### src/rtl/student_fir_out_combiner.sv
// student_fir_out_combiner
// Gathers one result per FIR lane into a frame, sums the lanes serially,
// then rounds, shifts and saturates the sum into one output sample.
//
// Ports:
//   clk_i           clock
//   rst_ni          asynchronous active-low reset
//   valid_strobe_i  per-lane one-cycle result strobe
//   y_i             per-lane results, lane k at [k*DATA_SIZE_FIR_OUT +: DATA_SIZE_FIR_OUT]
//   clear_i         one-cycle pulse clearing the sticky flags
//   sample_o        combined output sample, held until the next frame
//   valid_strobe_o  one-cycle pulse marking a new sample_o
//   busy_o          high while the frame is being accumulated/rounded/emitted
//   overrun_o       sticky: a lane strobed twice within one frame
//   timeout_o       sticky: a frame was closed by the timeout
//   state_o         debug view of the FSM state (state_t encoding)
//
// Handshake: there is no backpressure. Each strobe (input or output) is a
// single-cycle qualifier; the data beside it is valid only in that cycle and
// the receiver must take it on that edge.

module student_fir_out_combiner #(
  parameter int NUM_FIR           = 4,
  parameter int DATA_SIZE         = 16,
  parameter int DATA_SIZE_FIR_OUT = 32,
  parameter int SHIFT             = 15,
  parameter int TIMEOUT_CYCLES    = 64
) (
  input  logic                                   clk_i,
  input  logic                                   rst_ni,
  input  logic [NUM_FIR-1:0]                     valid_strobe_i,
  input  logic [NUM_FIR*DATA_SIZE_FIR_OUT-1:0]   y_i,
  input  logic                                   clear_i,
  output logic [DATA_SIZE-1:0]                   sample_o,
  output logic                                   valid_strobe_o,
  output logic                                   busy_o,
  output logic                                   overrun_o,
  output logic                                   timeout_o,
  output logic [2:0]                             state_o
);

  localparam int YW     = DATA_SIZE_FIR_OUT;
  // One extra bit on top of the lane growth leaves room for the rounding add.
  localparam int SUM_W  = YW + $clog2(NUM_FIR) + 1;
  localparam int IDX_W  = (NUM_FIR > 1) ? $clog2(NUM_FIR) : 1;
  localparam int CNT_W  = $clog2(TIMEOUT_CYCLES + 1) > 0 ? $clog2(TIMEOUT_CYCLES + 1) : 1;
  localparam int RND_POS = (SHIFT > 0) ? SHIFT - 1 : 0;

  localparam logic [IDX_W-1:0]        LAST_IDX = IDX_W'(NUM_FIR - 1);
  localparam logic [CNT_W-1:0]        TO_LAST  = CNT_W'((TIMEOUT_CYCLES > 0) ? TIMEOUT_CYCLES - 1 : 0);
  localparam logic signed [SUM_W-1:0] RND      = (SHIFT > 0) ? (SUM_W'(1) << RND_POS) : '0;
  localparam logic signed [SUM_W-1:0] SAT_MAX  = {{(SUM_W-DATA_SIZE+1){1'b0}}, {(DATA_SIZE-1){1'b1}}};
  localparam logic signed [SUM_W-1:0] SAT_MIN  = {{(SUM_W-DATA_SIZE+1){1'b1}}, {(DATA_SIZE-1){1'b0}}};

  typedef enum logic [2:0] {
    S_IDLE    = 3'd0,
    S_COLLECT = 3'd1,
    S_ACCUM   = 3'd2,
    S_ROUND   = 3'd3,
    S_OUT     = 3'd4
  } state_t;

  state_t                  state_q, state_d;
  logic [YW-1:0]           cap_q  [NUM_FIR];
  logic [YW-1:0]           work_q [NUM_FIR];
  logic [NUM_FIR-1:0]      got_q;
  logic signed [SUM_W-1:0] acc_q;
  logic [IDX_W-1:0]        idx_q;
  logic [CNT_W-1:0]        cnt_q;
  logic [DATA_SIZE-1:0]    sample_q;
  logic                    valid_q;
  logic                    overrun_q;
  logic                    timeout_q;

  logic                    snap;
  logic                    timeout_hit;
  logic                    overrun_set;
  logic signed [SUM_W-1:0] rounded;
  logic [DATA_SIZE-1:0]    sat;

  // Next-state logic. IDLE also checks for a complete frame so that lanes
  // arriving together go straight to ACCUM on the following edge.
  always_comb begin
    state_d     = state_q;
    snap        = 1'b0;
    timeout_hit = 1'b0;
    unique case (state_q)
      S_IDLE: begin
        if (&got_q) begin
          state_d = S_ACCUM;
          snap    = 1'b1;
        end else if (|got_q) begin
          state_d = S_COLLECT;
        end
      end
      S_COLLECT: begin
        if (&got_q) begin
          state_d = S_ACCUM;
          snap    = 1'b1;
        end else if ((TIMEOUT_CYCLES != 0) && (cnt_q == TO_LAST)) begin
          state_d     = S_ACCUM;
          snap        = 1'b1;
          timeout_hit = 1'b1;
        end
      end
      S_ACCUM: begin
        if (idx_q == LAST_IDX) state_d = S_ROUND;
      end
      S_ROUND: state_d = S_OUT;
      S_OUT:   state_d = (|got_q) ? S_COLLECT : S_IDLE;
      default: state_d = S_IDLE;
    endcase
  end

  // On the snapshot edge got is being handed over to the next frame, so a
  // strobe there is a first arrival, not a repeat.
  assign overrun_set = (|(valid_strobe_i & got_q)) && !snap;

  always_comb begin
    rounded = (acc_q + RND) >>> SHIFT;
    if (rounded > SAT_MAX)      sat = SAT_MAX[DATA_SIZE-1:0];
    else if (rounded < SAT_MIN) sat = SAT_MIN[DATA_SIZE-1:0];
    else                        sat = rounded[DATA_SIZE-1:0];
  end

  always_ff @(posedge clk_i or negedge rst_ni) begin
    if (!rst_ni) begin
      state_q <= S_IDLE;
    end else begin
      state_q <= state_d;
    end
  end

  // Lane capture and frame snapshot. Missing lanes contribute zero.
  always_ff @(posedge clk_i or negedge rst_ni) begin
    if (!rst_ni) begin
      got_q <= '0;
      for (int k = 0; k < NUM_FIR; k++) begin
        cap_q[k]  <= '0;
        work_q[k] <= '0;
      end
    end else begin
      for (int k = 0; k < NUM_FIR; k++) begin
        if (snap) begin
          work_q[k] <= got_q[k] ? cap_q[k] : '0;
          got_q[k]  <= valid_strobe_i[k];
        end else if (valid_strobe_i[k]) begin
          got_q[k] <= 1'b1;
        end
        if (valid_strobe_i[k]) cap_q[k] <= y_i[k*YW +: YW];
      end
    end
  end

  always_ff @(posedge clk_i or negedge rst_ni) begin
    if (!rst_ni) begin
      cnt_q <= '0;
    end else if (state_d == S_COLLECT && state_q != S_COLLECT) begin
      cnt_q <= '0;
    end else if (state_q == S_COLLECT && TIMEOUT_CYCLES != 0) begin
      cnt_q <= cnt_q + 1'b1;
    end
  end

  always_ff @(posedge clk_i or negedge rst_ni) begin
    if (!rst_ni) begin
      acc_q <= '0;
      idx_q <= '0;
    end else if (snap) begin
      acc_q <= '0;
      idx_q <= '0;
    end else if (state_q == S_ACCUM) begin
      acc_q <= acc_q + SUM_W'($signed(work_q[idx_q]));
      idx_q <= idx_q + 1'b1;
    end
  end

  always_ff @(posedge clk_i or negedge rst_ni) begin
    if (!rst_ni) begin
      sample_q  <= '0;
      valid_q   <= 1'b0;
      overrun_q <= 1'b0;
      timeout_q <= 1'b0;
    end else begin
      valid_q <= (state_q == S_ROUND);
      if (state_q == S_ROUND) sample_q <= sat;
      // A set event in the same cycle as clear_i wins.
      if (overrun_set)  overrun_q <= 1'b1;
      else if (clear_i) overrun_q <= 1'b0;
      if (timeout_hit)  timeout_q <= 1'b1;
      else if (clear_i) timeout_q <= 1'b0;
    end
  end

  assign sample_o       = sample_q;
  assign valid_strobe_o = valid_q;
  assign busy_o         = (state_q == S_ACCUM) || (state_q == S_ROUND) || (state_q == S_OUT);
  assign overrun_o      = overrun_q;
  assign timeout_o      = timeout_q;
  assign state_o        = state_q;

endmodule

### config.mk
export PLATFORM = sky130hd
export DESIGN_NAME = student_fir_out_combiner
export DESIGN_NICKNAME = d
export VERILOG_FILES = /design/src/rtl/student_fir_out_combiner.sv
export SDC_FILE = /design/constraint.sdc
export NUM_CORES = 1
export LEC_CHECK = 0
export CORE_ASPECT_RATIO = 0.75
export CORE_MARGIN = 10
export CORE_UTILIZATION = 50
export CTS_BUF_LIST = sky130_fd_sc_hd__clkbuf_4 sky130_fd_sc_hd__clkbuf_8 sky130_fd_sc_hd__clkbuf_16
export CTS_CLUSTER_SIZE = 10
export DETAILED_ROUTE_END_ITERATION = 10
export GPL_ROUTABILITY_DRIVEN = 0
export GPL_TIMING_DRIVEN = 0
export PLACE_DENSITY = 0.72
export SLEW_MARGIN = 5
export SYNTH_ARGS = -nofsm -noshare
export SYNTH_HDL_FRONTEND = slang
export SYNTH_SLANG_ARGS = --single-unit
### constraint.sdc
create_clock -name clk_i -period 6.54 [get_ports clk_i]
set_clock_uncertainty 0.05 [all_clocks]
set_input_delay 1.308 -clock clk_i [delete_from_list [all_inputs] [get_ports clk_i]]
set_output_delay 1.308 -clock clk_i [all_outputs]
set_load 0.01 [all_outputs]
==> results of run 1 <==
power by group through the flow:
stage                     clock, mW  sequential [mW]  combinational [mW]
after floorplan                   0             2.97                2.93
after CTS                      1.89             3.08                4.26
after global routing           1.98             3.16                4.77
final                          1.87             3.09                4.29
after detailed placement          0             3.11                4.22
after global placement            0             3.08                4.08
logic make-up (layout without fill, tap and decap cells):
group	count (synthesis)	after routing	synth area share (%)
AO/OA/AOI/OAI	317	317	12.4
XOR/XNOR	50	50	2.93
adder cells (fa/ha/maj)	38	38	3.10
buffers and inverters	109	310	2.80
flip-flops	326	326	52.4
multiplexers	160	160	13.9
AND/OR/NAND/NOR	459	459	12.5
path summary, 6_finish.rpt:
kind                                       endpoint  cells after the start                    from  slack (ns)
setup / recovery              acc_q[33]$_DFFE_PN0P_                     14    idx_q[0]$_DFFE_PN0P_        1.66
hold / removal               work_q[88]$_DFFE_PN0P_                      2  work_q[88]$_DFFE_PN0P_        0.43
setup reg to reg              acc_q[33]$_DFFE_PN0P_                     14    idx_q[0]$_DFFE_PN0P_        1.66
hold reg to reg              work_q[88]$_DFFE_PN0P_                      2  work_q[88]$_DFFE_PN0P_        0.43
max in group asynchronous    cap_q[101]$_DFFE_PN0P_                      3                  rst_ni        4.45
min in group asynchronous  sample_o[12]$_DFFE_PN0P_                      1                  rst_ni        0.61
registers in the layout (all words and copies together), names as in the netlist:
name            cells
acc_q              35
cap_q             128
cnt_q               7
got_q               4
idx_q               2
overrun_o           1
sample_o           16
state_o             3
timeout_o           1
valid_strobe_o      1
work_q            128
layer usage:
layer	routed length [um]	share of wire (%)	vias to the layer above	global-route usage [%]
met5	0	0	-	0
met4	914	2.2	0	5.39
met3	2920	7.1	64	4.99
met2	18900	46	391	32.8
met1	18400	45	5936	29.0
li1	-	-	5474	-
area by class of cell:
| cell class | instances | area (um^2) | area share, % |
|---|---|---|---|
| buffer | 93 | 377 | 2.01 |
| multi-input combinational | 1024 | 6980 | 37.3 |
| clock inverter | 3 | 58.8 | 0.314 |
| inverter | 16 | 60.1 | 0.321 |
| timing repair buffer | 156 | 1620 | 8.64 |
| sequential | 326 | 8160 | 43.5 |
| tap | 399 | 499 | 2.66 |
| clock buffer | 42 | 981 | 5.24 |
synthesized netlist by cell type (3+ instances only):
library cell	instances
dfrtp_1	326
nand2_1	324
o21ai_0	169
mux2_2	128
clkbuf_1	84
nor2_1	50
ha_1	37
mux4_2	32
a21oi_1	31
xor2_1	30
a21o_1	27
nand3_1	21
xnor2_1	19
inv_1	16
o22a_1	15
nand4_1	14
nor3_1	11
a31oi_1	10
o21ai_1	10
o21a_1	9
a22o_1	5
and2_1	5
and3_1	5
nand2b_1	5
o211ai_1	5
a22oi_1	4
buf_1	4
nor2b_1	4
o21bai_1	4
o31ai_1	4
buf_6	3
o2111ai_1	3
or3_1	3
worst register-to-register path, delay by kind of cell (launching register included):
kind	cells	cell delay [ns]
buf+inv	3	1.39
mux	1	0.65
flops	1	0.35
compound gates	8	1.89
fa+ha+maj	1	0.31
simple gates	1	0.17
==> qor.csv, run 1 <==
metric,value,unit
Leakage,8.35,nW
Residual DRC,0,
status,"complete, no violations",
area post-placement,0.0177,mm^2
crit path kind,reg2reg,
Total Neg Setup Slack,0,ns
Tcrit/Tclk final,74.6,%
sw power,3.87,mW
worst slack at placement,1.73,ns
final core utilization,61.6,%
largest net degree at the start of global routing,122,
Max stage delay on crit path,0.76,ns
Clock Path Buffers,3,
crit path max fanout,10,
final wirelength,41100,um
sequential share of power,33.4,%
Comb power frac,46.4,%
row count,55,
Die Y-Extent,173,um
Iter 0 DRT Violations,1149,
maxcap violations,0,
CTS tree,done,
synth top area cells,"dfrtp_1, mux2_2, nand2_1, o21ai_0, mux4_2",
fin nets,1828,
Tot GR Track Use,21.1,%
Hold Fails Final Rpt,0,
Ys Warns,0,
core outline area,0.0304,mm^2
"Setup violations, final",0,
final worst path period need,4.88,ns
initial antenna violation count,0,
vias,11865,
Top Ports,158,
total number of H-tree levels,2,
VDD IR-drop max,0.247,mV
Int Pwr,5.38,mW
Synth Flop Type,dfrtp_1,
Async SR Flop Fraction,100,%
"EDFF count, synth",0,
vias per std cell,5.76,
TritonCTS Sinks,326,
final instance area,0.0187,mm^2
Overflow after GRT,0,
cell taking the most area after synthesis,dfrtp_1,
diodes inserted,0,
CP arrival,5.31,ns
Final Max Slew Viols,0,
die area,0.0387,mm^2
hold crit path type,reg2reg,
"Setup Fix Bufs, Post-CTS",0,
"most common cell after layout, fill and taps aside",dfrtp_1,
worst path bufs/invs,3,
CTS resizes,0,
wire per inst,20.0,um
Cells after Synth,1459,
WHS,0.426,ns
ANT nets after route,0,
cell breakdown of the critical path,clkbuf_1 > buf_1 > mux4_2 > ha_1 > buf_2 > a21oi_1 > o211ai_1 > a31oi_1 > a31oi_1 > o21ai_1 > a31oi_2 > a31oi_1 > a2111oi_0 > nand4b_1,
overall power,9.25,mW
clk_lat worst skew,0.54,ns
Yosys reg bits,326,
fin worst setup slack,1.66,ns
clk slew on worst S/H paths,0.05,ns
Critical Path Sink Type,register,
cell area power density,494,mW/mm^2
hold buffers post-CTS,0,
CP max-delay cell,buf_1,
fill count,2501,
Synth-to-Final Area Change,20.3,%
clock network power share,20.2,%
share of cells above drive strength 1,13.9,%
"delay-heaviest family, CP",compound AO/OA/AOI/OAI gates,
Synth Net Count,1632,
Detailed Place HPWL,30400,um
first-pass GRT wire length,66300,um
TritonCTS buffer count,38,
required time of the critical path,6.96,ns
placed cells,2014,
detailed-router iteration count before antenna repair,5,
vias in the first global route,12384,
non-filler instance count after layout,2059,
fmax,205,MHz
Synth top area share,52.4,%
Synth Cell Area,0.0156,mm^2
Crit path top cell by count,a31oi_1,
Starting Density,51.2,%
Slew @ Worst Pin,0.953,ns
setup repair after global routing missed its margin,false,
Root Buffer,clkbuf_16,
Net Sw Frac,41.8,%
mean area per synthesized cell,10.7,um^2
register area share after synthesis,52.4,%
Worst setup SP type,register,
Cell variety after synth,64,
die outline width,224,um
Max-slew headroom,36.5,%
Port Buf Inserts,153,
most frequent cells in the layout,"dfrtp_1, nand2_1, o21ai_0",
(Power assumes the default switching activity.)
==> inputs of run 2 (changes only) <==
Clock period 6.54 ns to 4.7 ns, I/O delays scaled along.
==> run 2 against run 1 <==
Die area unchanged. Sequential cell count unchanged. Sequential power up 39%. Register-to-register slack worse by 1.4 ns. Critical endpoint unchanged. Utilization about the same. Via count down 0.25%. Wire length about the same. Hold slack worse by 0.18 ns. Total power up 39%. Maximum frequency up 11%. Clock power up 39%. First-iteration DRC count up 0.26%.
==> qor.csv, run 2 (synthesized netlist as in run 1, its figures left out) <==
metric,value,unit,change
status,"complete, no violations",,
Clock Path Buffers,3,,unchanged
crit path kind,reg2reg,,
Slew @ Worst Pin,0.851,ns,-0.103 ns
final wirelength,41100,um,about the same
Starting Density,51.2,%,unchanged
Max-slew headroom,43.3,%,+6.8 points
Met2 Wirelength,18900,um,+0.15%
RR Startpoint,idx_q[0]$_DFFE_PN0P_,,
CP arrival,4.82,ns,-0.49 ns
final instance area,0.0187,mm^2,about the same
cell area power density,687,mW/mm^2,+39%
crit path max fanout,10,,unchanged
fin worst setup slack,0.302,ns,-1.36 ns
Crit path top cell by count,a31oi_1,,
hold crit path type,in2async,,
Worst setup SP type,register,,
Tcrit/Tclk final,93.6,%,+19 points
die outline width,224,um,unchanged
Hold Fails Final Rpt,0,,unchanged
"delay-heaviest family, CP",compound AO/OA/AOI/OAI gates,,
setup repair after global routing missed its margin,false,,
overall power,12.9,mW,+39%
clk slew on worst S/H paths,0.05,ns,about the same
Die Y-Extent,173,um,unchanged
CTS tree,done,,
CP max-delay cell,mux4_2,,
Tot GR Track Use,21.1,%,unchanged
maxcap violations,0,,unchanged
"Setup violations, final",0,,unchanged
die area,0.0387,mm^2,unchanged
clock network power share,20.2,%,about the same
TritonCTS buffer count,38,,unchanged
detailed-router iteration count before antenna repair,5,,unchanged
core outline area,0.0304,mm^2,unchanged
Final Max Slew Viols,0,,unchanged
TritonCTS Sinks,326,,unchanged
fmax,227,MHz,+11%
met1 wire length,18400,um,-0.28%
total number of H-tree levels,2,,unchanged
clk_lat worst skew,0.54,ns,about the same
Port Buf Inserts,153,,unchanged
initial antenna violation count,0,,unchanged
Max stage delay on crit path,0.60,ns,-0.16 ns
wire per inst,20.0,um,about the same
placed cells,2014,,unchanged
hold buffers post-CTS,0,,unchanged
final worst path period need,4.40,ns,-0.483 ns
area post-placement,0.0177,mm^2,unchanged
Max Used Layer,met4,,
first-pass GRT wire length,66300,um,unchanged
WHS,0.248,ns,-0.178 ns
largest registers,"cap_q x128, work_q x128, acc_q x35",,
fin nets,1828,,unchanged
sw power,5.38,mW,+39%
"most common cell after layout, fill and taps aside",dfrtp_1,,
vias in the first global route,12384,,unchanged
ANT nets after route,0,,unchanged
fill count,2498,,-0.12%
Iter 0 DRT Violations,1152,,+0.26%
vias,11835,,-0.25%
Synth-to-Final Area Change,20.3,%,about the same
Overflow after GRT,0,,unchanged
Top Ports,158,,unchanged
Int Pwr,7.49,mW,+39%
Worst Setup SP,idx_q[0]$_DFFE_PN0P_,,
worst path bufs/invs,3,,unchanged
Net Sw Frac,41.8,%,about the same
diodes inserted,0,,unchanged
Root Buffer,clkbuf_16,,
row count,55,,unchanged
R2R Setup Slk,0.30,ns,-1.36 ns
Detailed Place HPWL,30400,um,unchanged
Residual DRC,0,,unchanged
sequential share of power,33.4,%,about the same
met3 WL,2960,um,+1.2%
Comb power frac,46.4,%,about the same
largest net degree at the start of global routing,122,,unchanged
vias per std cell,5.75,,-0.25%
worst slack at placement,-0.111,ns,-1.84 ns
most frequent cells in the layout,"dfrtp_1, nand2_1, o21ai_0",,
Total Neg Setup Slack,0,ns,unchanged
non-filler instance count after layout,2059,,unchanged
final core utilization,61.6,%,about the same
share of cells above drive strength 1,14.1,%,+0.18 points
cell breakdown of the critical path,clkbuf_2 > clkdlybuf4s18_2 > mux4_2 > ha_1 > buf_2 > a21oi_1 > o211ai_1 > a31oi_1 > a31oi_1 > o21ai_1 > a31oi_2 > a31oi_1 > a2111oi_0 > nand4b_1,,
VDD IR-drop max,0.344,mV,+39%
Critical Path Sink Type,register,,
required time of the critical path,5.12,ns,-1.84 ns
Leakage,8.36,nW,+0.12%
[run 2: cell types whose count changed in the layout (fill, tap and decap cells not counted)]
cell,delta
clkbuf_1,-1
buf_1,-2
clkdlybuf4s18_2,+1
clkbuf_2,+2
[run 2: final timing paths]
check	cells after the start	to
min reg2reg	2	work_q[88]$_DFFE_PN0P_
max	14	acc_q[33]$_DFFE_PN0P_
min	1	sample_o[12]$_DFFE_PN0P_
min in group clk_i	2	work_q[88]$_DFFE_PN0P_
max reg2reg	14	acc_q[33]$_DFFE_PN0P_
max in group asynchronous	3	cap_q[101]$_DFFE_PN0P_
[run 2: worst register-to-register path: cells and delay by family, from the launching register on]
family / cells / cell delay [ns]
simple gates: 1 / 0.17
compound gates: 8 / 1.89
flops: 1 / 0.35
buf+inv: 3 / 0.96
mux: 1 / 0.61
fa+ha+maj: 1 / 0.31
[run 2: area by class of cell]
class                      count  area (um^2)  share of cell area [%]
sequential                   326         8160                    43.5
inverter                      16         60.1                   0.320
clock buffer                  42          981                    5.23
timing repair buffer         156         1620                    8.64
tap                          399          499                    2.66
multi-input combinational   1024         6980                    37.2
buffer                        93          385                    2.06
clock inverter                 3         58.8                   0.314
[run 2: what timing repair did]
action / 4_1_cts / 5_1_grt
endpoints found under the setup margin: 1 / 7
gates cloned: 0 / 0
hold endpoints to repair: 0 / 0
gates resized for setup: 2 / 5
setup buffers: 0 / 0
[run 2: power groups by stage]
stage	clock network, mW	logic [mW]	registers (mW)
final	2.60	5.97	4.30
after global routing	2.75	6.64	4.40
after CTS	2.63	5.93	4.29
after detailed placement	0	5.88	4.32
after global placement	0	5.68	4.29
after floorplan	0	4.08	4.14
[run 2: layer usage]
metal / global-route usage [%] / vias up
met2: 32.8 / 382
met3: 4.99 / 66
met1: 29.0 / 5916
met5: 0 / -
met4: 5.39 / 0
li1: - / 5471
==> inputs of run 3 (changes only) <==
Settings changed: CORE_MARGIN 10 to 2.
==> run 3 against run 2 <==
Register-to-register slack lost 0.11 ns. Hold slack gained 0.15 ns. Cell area shrank 0.26%. Global-route usage grew 4.0 points. Via count shrank 0.27%. Setup slack lost 0.11 ns. Critical path depth shrank 1. Utilization shrank 0.16 points.
==> qor.csv, run 3 (synthesized netlist as in run 1, its figures left out) <==
metric,value,unit,change
sw power,5.33,mW,-0.89%
CP arrival,4.87,ns,+0.05 ns
Final Max Slew Viols,0,,unchanged
Clock Path Buffers,3,,unchanged
Root Buffer,clkbuf_16,,
TritonCTS Sinks,326,,unchanged
setup repair after global routing missed its margin,false,,
Leakage,8.34,nW,-0.26%
Synth-to-Final Area Change,20.0,%,
GRT Max-Usage Layer,met2,,
cell area power density,685,mW/mm^2,-0.24%
placed cells,2013,,-0.050%
sequential share of power,33.6,%,+0.2 points
final core utilization,61.5,%,-0.16 points
Starting Density,51.2,%,unchanged
maxcap violations,0,,unchanged
diodes inserted,0,,unchanged
initial antenna violation count,0,,unchanged
Tot GR Track Use,25.0,%,+4.0 points
met3 Use GR,5.44,%,+0.45 points
die area,0.0326,mm^2,-16%
TritonCTS buffer count,38,,unchanged
crit path max fanout,10,,unchanged
met2 Resource Use GR,38.8,%,+6.0 points
wire per inst,19.3,um,-3.5%
crit path kind,reg2reg,,
clk_lat worst skew,0.55,ns,about the same
VDD IR-drop max,0.383,mV,+11%
Tcrit/Tclk final,95.8,%,+2.3 points
vias in the first global route,11963,,-3.4%
required time of the critical path,5.06,ns,-0.06 ns
Worst setup SP type,register,,
"Setup Fix Bufs, Post-CTS",0,,unchanged
Die Y-Extent,157,um,-9.3%
first-pass GRT wire length,64200,um,-3.2%
share of cells above drive strength 1,14.0,%,-0.10 points
vias per std cell,5.74,,-0.17%
largest registers,"cap_q x128, work_q x128, acc_q x35",,
routing usage on met1,35.9,%,+6.9 points
ANT nets after route,0,,unchanged
worst slack at placement,-0.211,ns,-0.0998 ns
clock network power share,20.0,%,-0.2 points
Iter 0 DRT Violations,981,,-15%
non-filler instance count after layout,2057,,-0.097%
Overflow after GRT,0,,unchanged
largest net degree at the start of global routing,118,,-3.3%
fill count,2535,,+1.5%
row count,55,,unchanged
Detailed Place HPWL,28800,um,-5.4%
fin nets,1827,,-0.055%
Slew @ Worst Pin,0.869,ns,+0.0182 ns
Top Ports,158,,unchanged
Critical Path Sink Type,register,,
final wirelength,39600,um,-3.6%
Port Buf Inserts,153,,unchanged
"most common cell after layout, fill and taps aside",dfrtp_1,,
hold crit path type,in2async,,
Int Pwr,7.47,mW,-0.21%
die outline width,208,um,-7.1%
Net Sw Frac,41.6,%,-0.17 points
WHS,0.400,ns,+0.153 ns
Hold Fails Final Rpt,0,,unchanged
most frequent cells in the layout,"dfrtp_1, nand2_1, o21ai_0",,
clk slew on worst S/H paths,0.06,ns,about the same
fin worst setup slack,0.196,ns,-0.107 ns
overall power,12.8,mW,-0.50%
Comb power frac,46.4,%,about the same
fmax,222,MHz,-2.4%
Residual DRC,0,,unchanged
Max-slew headroom,42.1,%,-1.2 points
final worst path period need,4.50,ns,+0.107 ns
core outline area,0.0304,mm^2,unchanged
total number of H-tree levels,2,,unchanged
"Setup violations, final",0,,unchanged
detailed-router iteration count before antenna repair,5,,unchanged
status,"complete, no violations",,
vias,11803,,-0.27%
CTS tree,done,,
==> run 3: cell count changes in the layout (fill, tap and decap cells not counted), sizes merged <==
cell           before  now
clkdlybuf4s18       1    0
clkdlybuf4s15       0    1
inv                18   17
buf                11   10
==> run 3: worst paths after layout <==
kind	startpoint	to	slack (ns)	cells after the start
setup reg to reg	idx_q[0]$_DFFE_PN0P_	acc_q[33]$_DFFE_PN0P_	0.20	13
hold reg to reg	sample_o[15]$_DFFE_PN0P_	sample_o[15]$_DFFE_PN0P_	0.43	1
hold / removal	rst_ni	sample_o[14]$_DFFE_PN0P_	0.40	1
min in group clk_i	sample_o[15]$_DFFE_PN0P_	sample_o[15]$_DFFE_PN0P_	0.43	1
max in group asynchronous	rst_ni	cap_q[68]$_DFFE_PN0P_	3.04	2
setup / recovery	idx_q[0]$_DFFE_PN0P_	acc_q[33]$_DFFE_PN0P_	0.20	13
==> run 3: cell type report <==
class | instances | area, um^2 | area share [%]
Buffer | 93 | 387 | 2.07
Clock buffer | 42 | 981 | 5.25
Clock inverter | 2 | 36.3 | 0.194
Inverter | 16 | 60.1 | 0.321
Multi-Input combinational cell | 1024 | 6980 | 37.3
Sequential cell | 326 | 8160 | 43.6
Tap cell | 399 | 499 | 2.67
Timing Repair Buffer | 155 | 1590 | 8.51
==> run 3: power by group through the flow <==
stage          clock network, mW  logic [mW]  registers, mW
3_5_place_dp                   0        5.85           4.32
3_3_place_gp                   0        5.66           4.29
5_1_grt                     2.73        6.58           4.40
2_1_floorplan                  0        4.08           4.14
4_1_cts                     2.60        5.89           4.29
6_report                    2.56        5.95           4.30
==> run 3: timing repair <==
item / 4_1_cts / 5_1_grt
gates cloned: 0 / 0
setup endpoints to repair: 2 / 6
resized for setup: 2 / 4
pin swaps: 0 / 0
hold buffers: 0 / 0
==> run 3: worst max-delay path, cell delays in order, from the launching register on <==
cell and delay (ns):
dfrtp_1 0.35, clkbuf_2 0.28, clkdlybuf4s15_2 0.53, mux4_2 0.56, ha_1 0.36, a21o_1 0.22, a31o_2 0.24, o21ai_0 0.35
a31oi_1 0.20, o21ai_1 0.28, a31oi_2 0.20, a31oi_1 0.36, a2111oi_0 0.16, nand4b_1 0.20
==> run 3: routing by layer <==
metal	part of all wire, %	up-vias
li1	-	5507
met1	45	5825
met2	45	402
met3	7.7	69
met4	2.3	0
met5	0	-
==> run 3: metrics by stage <==
stage	instance area (um^2)	TNS [ns]
after floorplan	15600	0
after global placement	17600	-3686.91
after detailed placement	17700	-0.272
after CTS	18700	0
after global routing	18700	0
final	18700	0
==> edit 1 (flow settings as in run 2) <==
Register the output `timeout_o` once more, cleared by the reset; this adds one clock of latency there. The other outputs are not delayed to match.
--- a/src/rtl/student_fir_out_combiner.sv
+++ b/src/rtl/student_fir_out_combiner.sv
@@ -198,3 +198,9 @@
   assign overrun_o      = overrun_q;
-  assign timeout_o      = timeout_q;
+  always_ff @(posedge clk_i or negedge rst_ni) begin
+    if (!rst_ni) begin
+      timeout_o <= '0;
+    end else begin
+      timeout_o <= timeout_q;
+    end
+  end
   assign state_o        = state_q;
Check against the original RTL: same outputs for any inputs over 4 cycles, from zero or initial values and one cycle with rst_ni low; that may be too few to reach the edited logic, so the function may still have changed.
==> edit 1 against run 2 <==
  * Core utilization barely moved
  * Cell area rose by 0.20%
  * Total power rose by 0.55%
  * Combinational power barely moved
  * Setup slack got worse by 0.015 ns
  * Synthesized area rose by 0.16%
  * Routed wire length barely moved
  * Sequential cell count rose by 1
==> edit 1: results (changes against run 2) <==
* Largest net degree at the start of global routing at 120 (-1.6%)
* Synth Flop Type: dfrtp_1
* # nets final at 1,829 (+0.055%)
* Synth warn at 0 (unchanged)
* Switch share at 41.7% (-0.12 points)
* WL/cell at 20.0 um (about the same)
* Peak VDD IR at 0.000403 V (+17%)
* GR Util All Layers at 21.0% (-0.10 points)
* Pwr top: combinational cells
* Leak pwr at 8.38 nW (+0.23%)
* Fraction of area in multi-input gates at 37.2% (-0.075 points)
* Clock Power Share at 20.7% (+0.5 points)
* Status: completed
* Cells resized by post-CTS repair at 2 (unchanged)
* Non-Clock Inverter Count at 16 (unchanged)
* WP data arrival at 4.78 ns (-0.04 ns)
* Seq/total area at 43.6% (+0.046 points)
* Synth Area in XOR/XNOR at 2.93% (-0.0047 points)
* I/O Buffers at 153 (unchanged)
* H-Tree Depth at 2 (unchanged)
* Mean Syn Cell Area at 10.7 um2 (about the same)
* FILL cells at 2,464 (-1.4%)
* Yosys reg bits at 327 (+0.31%)
* Worst hold-check path type: reg2reg
* Postcts setup bufs at 0 (unchanged)
* Vias at 11,800 (-0.22%)
* DRT Pass-1 Iters at 5 (unchanged)
* # diodes at 0 (unchanged)
* Fraction of layout cells with a size suffix above 1 at 14.1% (+0.035 points)
* Root Buffer Master: clkbuf_16
* ClkCell Share at 5.77% (+0.22 points)
* Hold_sp: timeout_q
* Deepest clock path buffer count at 3 (unchanged)
* Power Combinational at 5.96 mW (about the same)
* Initial antenna violation count at 0 (unchanged)
* FF-to-FF Start: idx_q[0]
* Final non-clock buffer share at 10.5% (-0.19 points)
* Iteration-0 DRC Markers at 1,220 (+5.9%)
* First-pass GRT wire length at 65.4 mm (-1.4%)
* Synth area leaders: dfrtp_1 (52%), mux2_2 (9.2%), nand2_1 (7.8%)
* Clock transition at path regs at 0.06 ns
* Overall power at 12.9 mW (+0.55%)
* Adder-Cell Fraction of Synth Area at 3.10% (-0.0050 points)
* Slew @ Worst Pin at 0.775 ns (-0.0755 ns)
* CTS Buf Count at 39 (+2.6%)
* DPL Wire Length at 30.1 mm (-1.0%)
* Clk_buf instances at 44 (+4.8%)
* Buffers excl. clock at 248 (-0.40%)
* Post-synthesis sequential area ratio at 52.5% (+0.076 points)
* Area after DPL at 17,700 um2 (about the same)
* Async SR Flop Fraction at 100% (unchanged)
* Compound-Gate Fraction of Synth Area at 12.4% (-0.020 points)
* Post-synth net total at 1,633 (+0.061%)
* Most common library cells after synthesis: dfrtp_1 (327), nand2_1 (324), o21ai_0 (169)
* Mux cell area share after synthesis at 13.9% (-0.022 points)
* CP Launch Type: flop
-- edit 1: changes by cell type in the layout (fill, tap and decap cells not counted), sizes merged --
cell / run 2 / this run
buf: 11 / 10
clkbuf: 127 / 130
clkinv: 1 / 2
clkdlybuf4s18: 1 / 0
dfrtp: 326 / 327
-- edit 1: through the flow --
step / setup slack, ns / setup TNS [ns] / cells / util (%) / hold slack (ns)
CTS: 0.118 / 0 / 2062 / 61.6 / 0.322
global route: 0.00996 / 0 / 2062 / 61.6 / 0.336
detailed placement: -0.111 / -0.134 / 2014 / 58.0 / 0.315
floorplan: 0.788 / 0 / 1460 / - / 0.305
global placement: -11.43 / -3726.56 / 2012 / 57.8 / 0.317
finish: 0.288 / 0 / 2062 / 61.6 / 0.321
-- edit 1: worst max-delay path, stage by stage (launching register included) --
cell and delay [ns]:
dfrtp_1 0.36, clkbuf_1 0.45, clkbuf_4 0.43, mux4_2 0.57
ha_1 0.38, a21o_1 0.23, a31o_2 0.24, o21ai_0 0.30
a31oi_1 0.19, o21ai_1 0.27, a31oi_2 0.20, a31oi_1 0.27
a2111oi_0 0.13, nand4b_1 0.20
-- edit 1: layer usage --
metal | vias to the layer above | wire (um) | global-route usage, %
li1 | 5483 | - | -
met3 | 62 | 3000 | 4.97
met2 | 369 | 18900 | 32.5
met4 | 0 | 838 | 5.29
met1 | 5895 | 18400 | 29.0
met5 | - | 0 | 0
-- edit 1: path summary, 6_finish.rpt --
check	to	slack [ns]	cells past startpoint
max in group asynchronous	work_q[73]	3.14	2
min in group asynchronous	valid_strobe_o	0.39	1
worst max-delay path	acc_q[33]	0.29	13
worst min-delay path	timeout_o	0.32	0
worst max register to register	acc_q[33]	0.29	13
worst min register to register	timeout_o	0.32	0
==> edit 2 (settings of run 2) <==
Made on the original files. Change the parameter `SHIFT` from 15 to 8.
--- a/src/rtl/student_fir_out_combiner.sv
+++ b/src/rtl/student_fir_out_combiner.sv
@@ -25,3 +25,3 @@
   parameter int DATA_SIZE_FIR_OUT = 32,
-  parameter int SHIFT             = 15,
+  parameter int SHIFT             = 8,
   parameter int TIMEOUT_CYCLES    = 64
Check against the original RTL: not equivalent (Yosys sat finds a counterexample within 10 cycles, from zero or initial values and one cycle with rst_ni low).
==> edit 2 against run 2 <==
  * Synthesized area is essentially flat
  * Setup slack gained 0.086 ns
  * Routed wire length grew 1.8%
  * Cell area shrank 0.16%
  * Die area is essentially flat
  * Critical path type unchanged
  * Total power shrank 4.3%
  * Via count grew 1.2%
  * Cell count grew 0.53%
  * Sequential cell count is the same
  * Synthesized cell count grew 0.82%
==> edit 2: results (changes against run 2) <==
* Final non-clock buffer share at 10.7% (-0.023 points)
* Status: completed
* Net load switching power at 5.01 mW (-6.8%)
* Post-synth net total at 1,644 (+0.74%)
* Synth Flop Type: dfrtp_1
* Power Combinational at 5.44 mW (-8.9%)
* DPL Wire Length at 31.5 mm (+3.4%)
* Slew @ Worst Pin at 0.896 ns (+0.0455 ns)
* Clock Power Share at 20.7% (+0.5 points)
* Synth area leaders: dfrtp_1 (52%), mux2_2 (9.3%), nand2_1 (8.0%)
* # nets final at 1,840 (+0.66%)
* Distinct cells, synth at 63 (-1.6%)
* Fraction of layout cells with a size suffix above 1 at 14.5% (+0.39 points)
* Most common library cells after synthesis: nand2_1 (330), dfrtp_1 (326), o21ai_0 (170)
* DRT Pass-1 Iters at 7 (+2)
* Non-Clock Inverter Count at 24 (+8)
* Leak pwr at 8.27 nW (-1.1%)
* # diodes at 0 (unchanged)
* Critical path's largest stage delay at 0.51 ns (-0.09 ns)
* Iteration-0 DRC Markers at 1,061 (-7.9%)
* Peak VDD IR at 0.000293 V (-15%)
* Vias at 12,000 (+1.2%)
* ClkCell Share at 5.44% (-0.11 points)
* Footprint of the multi-input gates at 6950 um2 (-0.43%)
* WP data arrival at 4.73 ns (-0.09 ns)
* Largest net degree at the start of global routing at 121 (-0.82%)
* First-pass GRT wire length at 66.1 mm (-0.33%)
* GR Util All Layers at 21.2% (+0.091 points)
* DRT Wirelength at 41.9 mm (+1.8%)
* CP max stage cell: or4b_1
* FILL cells at 2,489 (-0.36%)
## edit 2: cells by family after synthesis
kind of cell / after synthesis / synth area share, %
xor+xnor: 45 / 2.53
simple gates: 486 / 13.5
fa+ha+maj: 38 / 3.10
mux: 165 / 14.3
compound gates: 294 / 11.2
flops: 326 / 52.4
buf+inv: 117 / 2.97
## edit 2: final timing paths
path / startpoint / to / slack, ns / cells past startpoint
setup / recovery: idx_q[1] / acc_q[33] / 0.39 / 13
hold / removal: rst_ni / cnt_q[1] / 0.28 / 1
setup reg to reg: idx_q[1] / acc_q[33] / 0.39 / 13
hold reg to reg: work_q[31] / work_q[31] / 0.42 / 2
max in group asynchronous: rst_ni / cap_q[72] / 2.95 / 3
min in group clk_i: work_q[31] / work_q[31] / 0.42 / 2
## edit 2: per-layer routing
| metal | share of wire, % | wire (um) | track usage (%) | vias to the layer above |
|---|---|---|---|---|
| li1 | - | - | - | 5524 |
| met1 | 43 | 18200 | 28.5 | 5964 |
| met2 | 46 | 19400 | 33.4 | 422 |
| met3 | 8.4 | 3530 | 5.44 | 63 |
| met4 | 1.9 | 795 | 5.25 | 0 |
| met5 | 0 | 0 | 0 | - |
## edit 2: per-stage QoR
step | setup slack, ns | power, mW | std cells | hold WS [ns] | cell area (um2)
finish | 0.388 | 12.3 | 2070 | 0.279 | 18700
global placement | -11.40 | 9.45 | 2023 | 0.407 | 17600
floorplan | 0.751 | 7.83 | 1471 | 0.395 | 15600
detailed placement | -0.152 | 9.68 | 2026 | 0.416 | 17700
CTS | 0.0862 | 12.3 | 2070 | 0.284 | 18700
global route | 0.196 | 13.1 | 2070 | 0.295 | 18700
## edit 2: repair_timing
action	CTS	global route
hold buffers	0	0
gates resized for setup	2	8
setup endpoints to repair	5	9
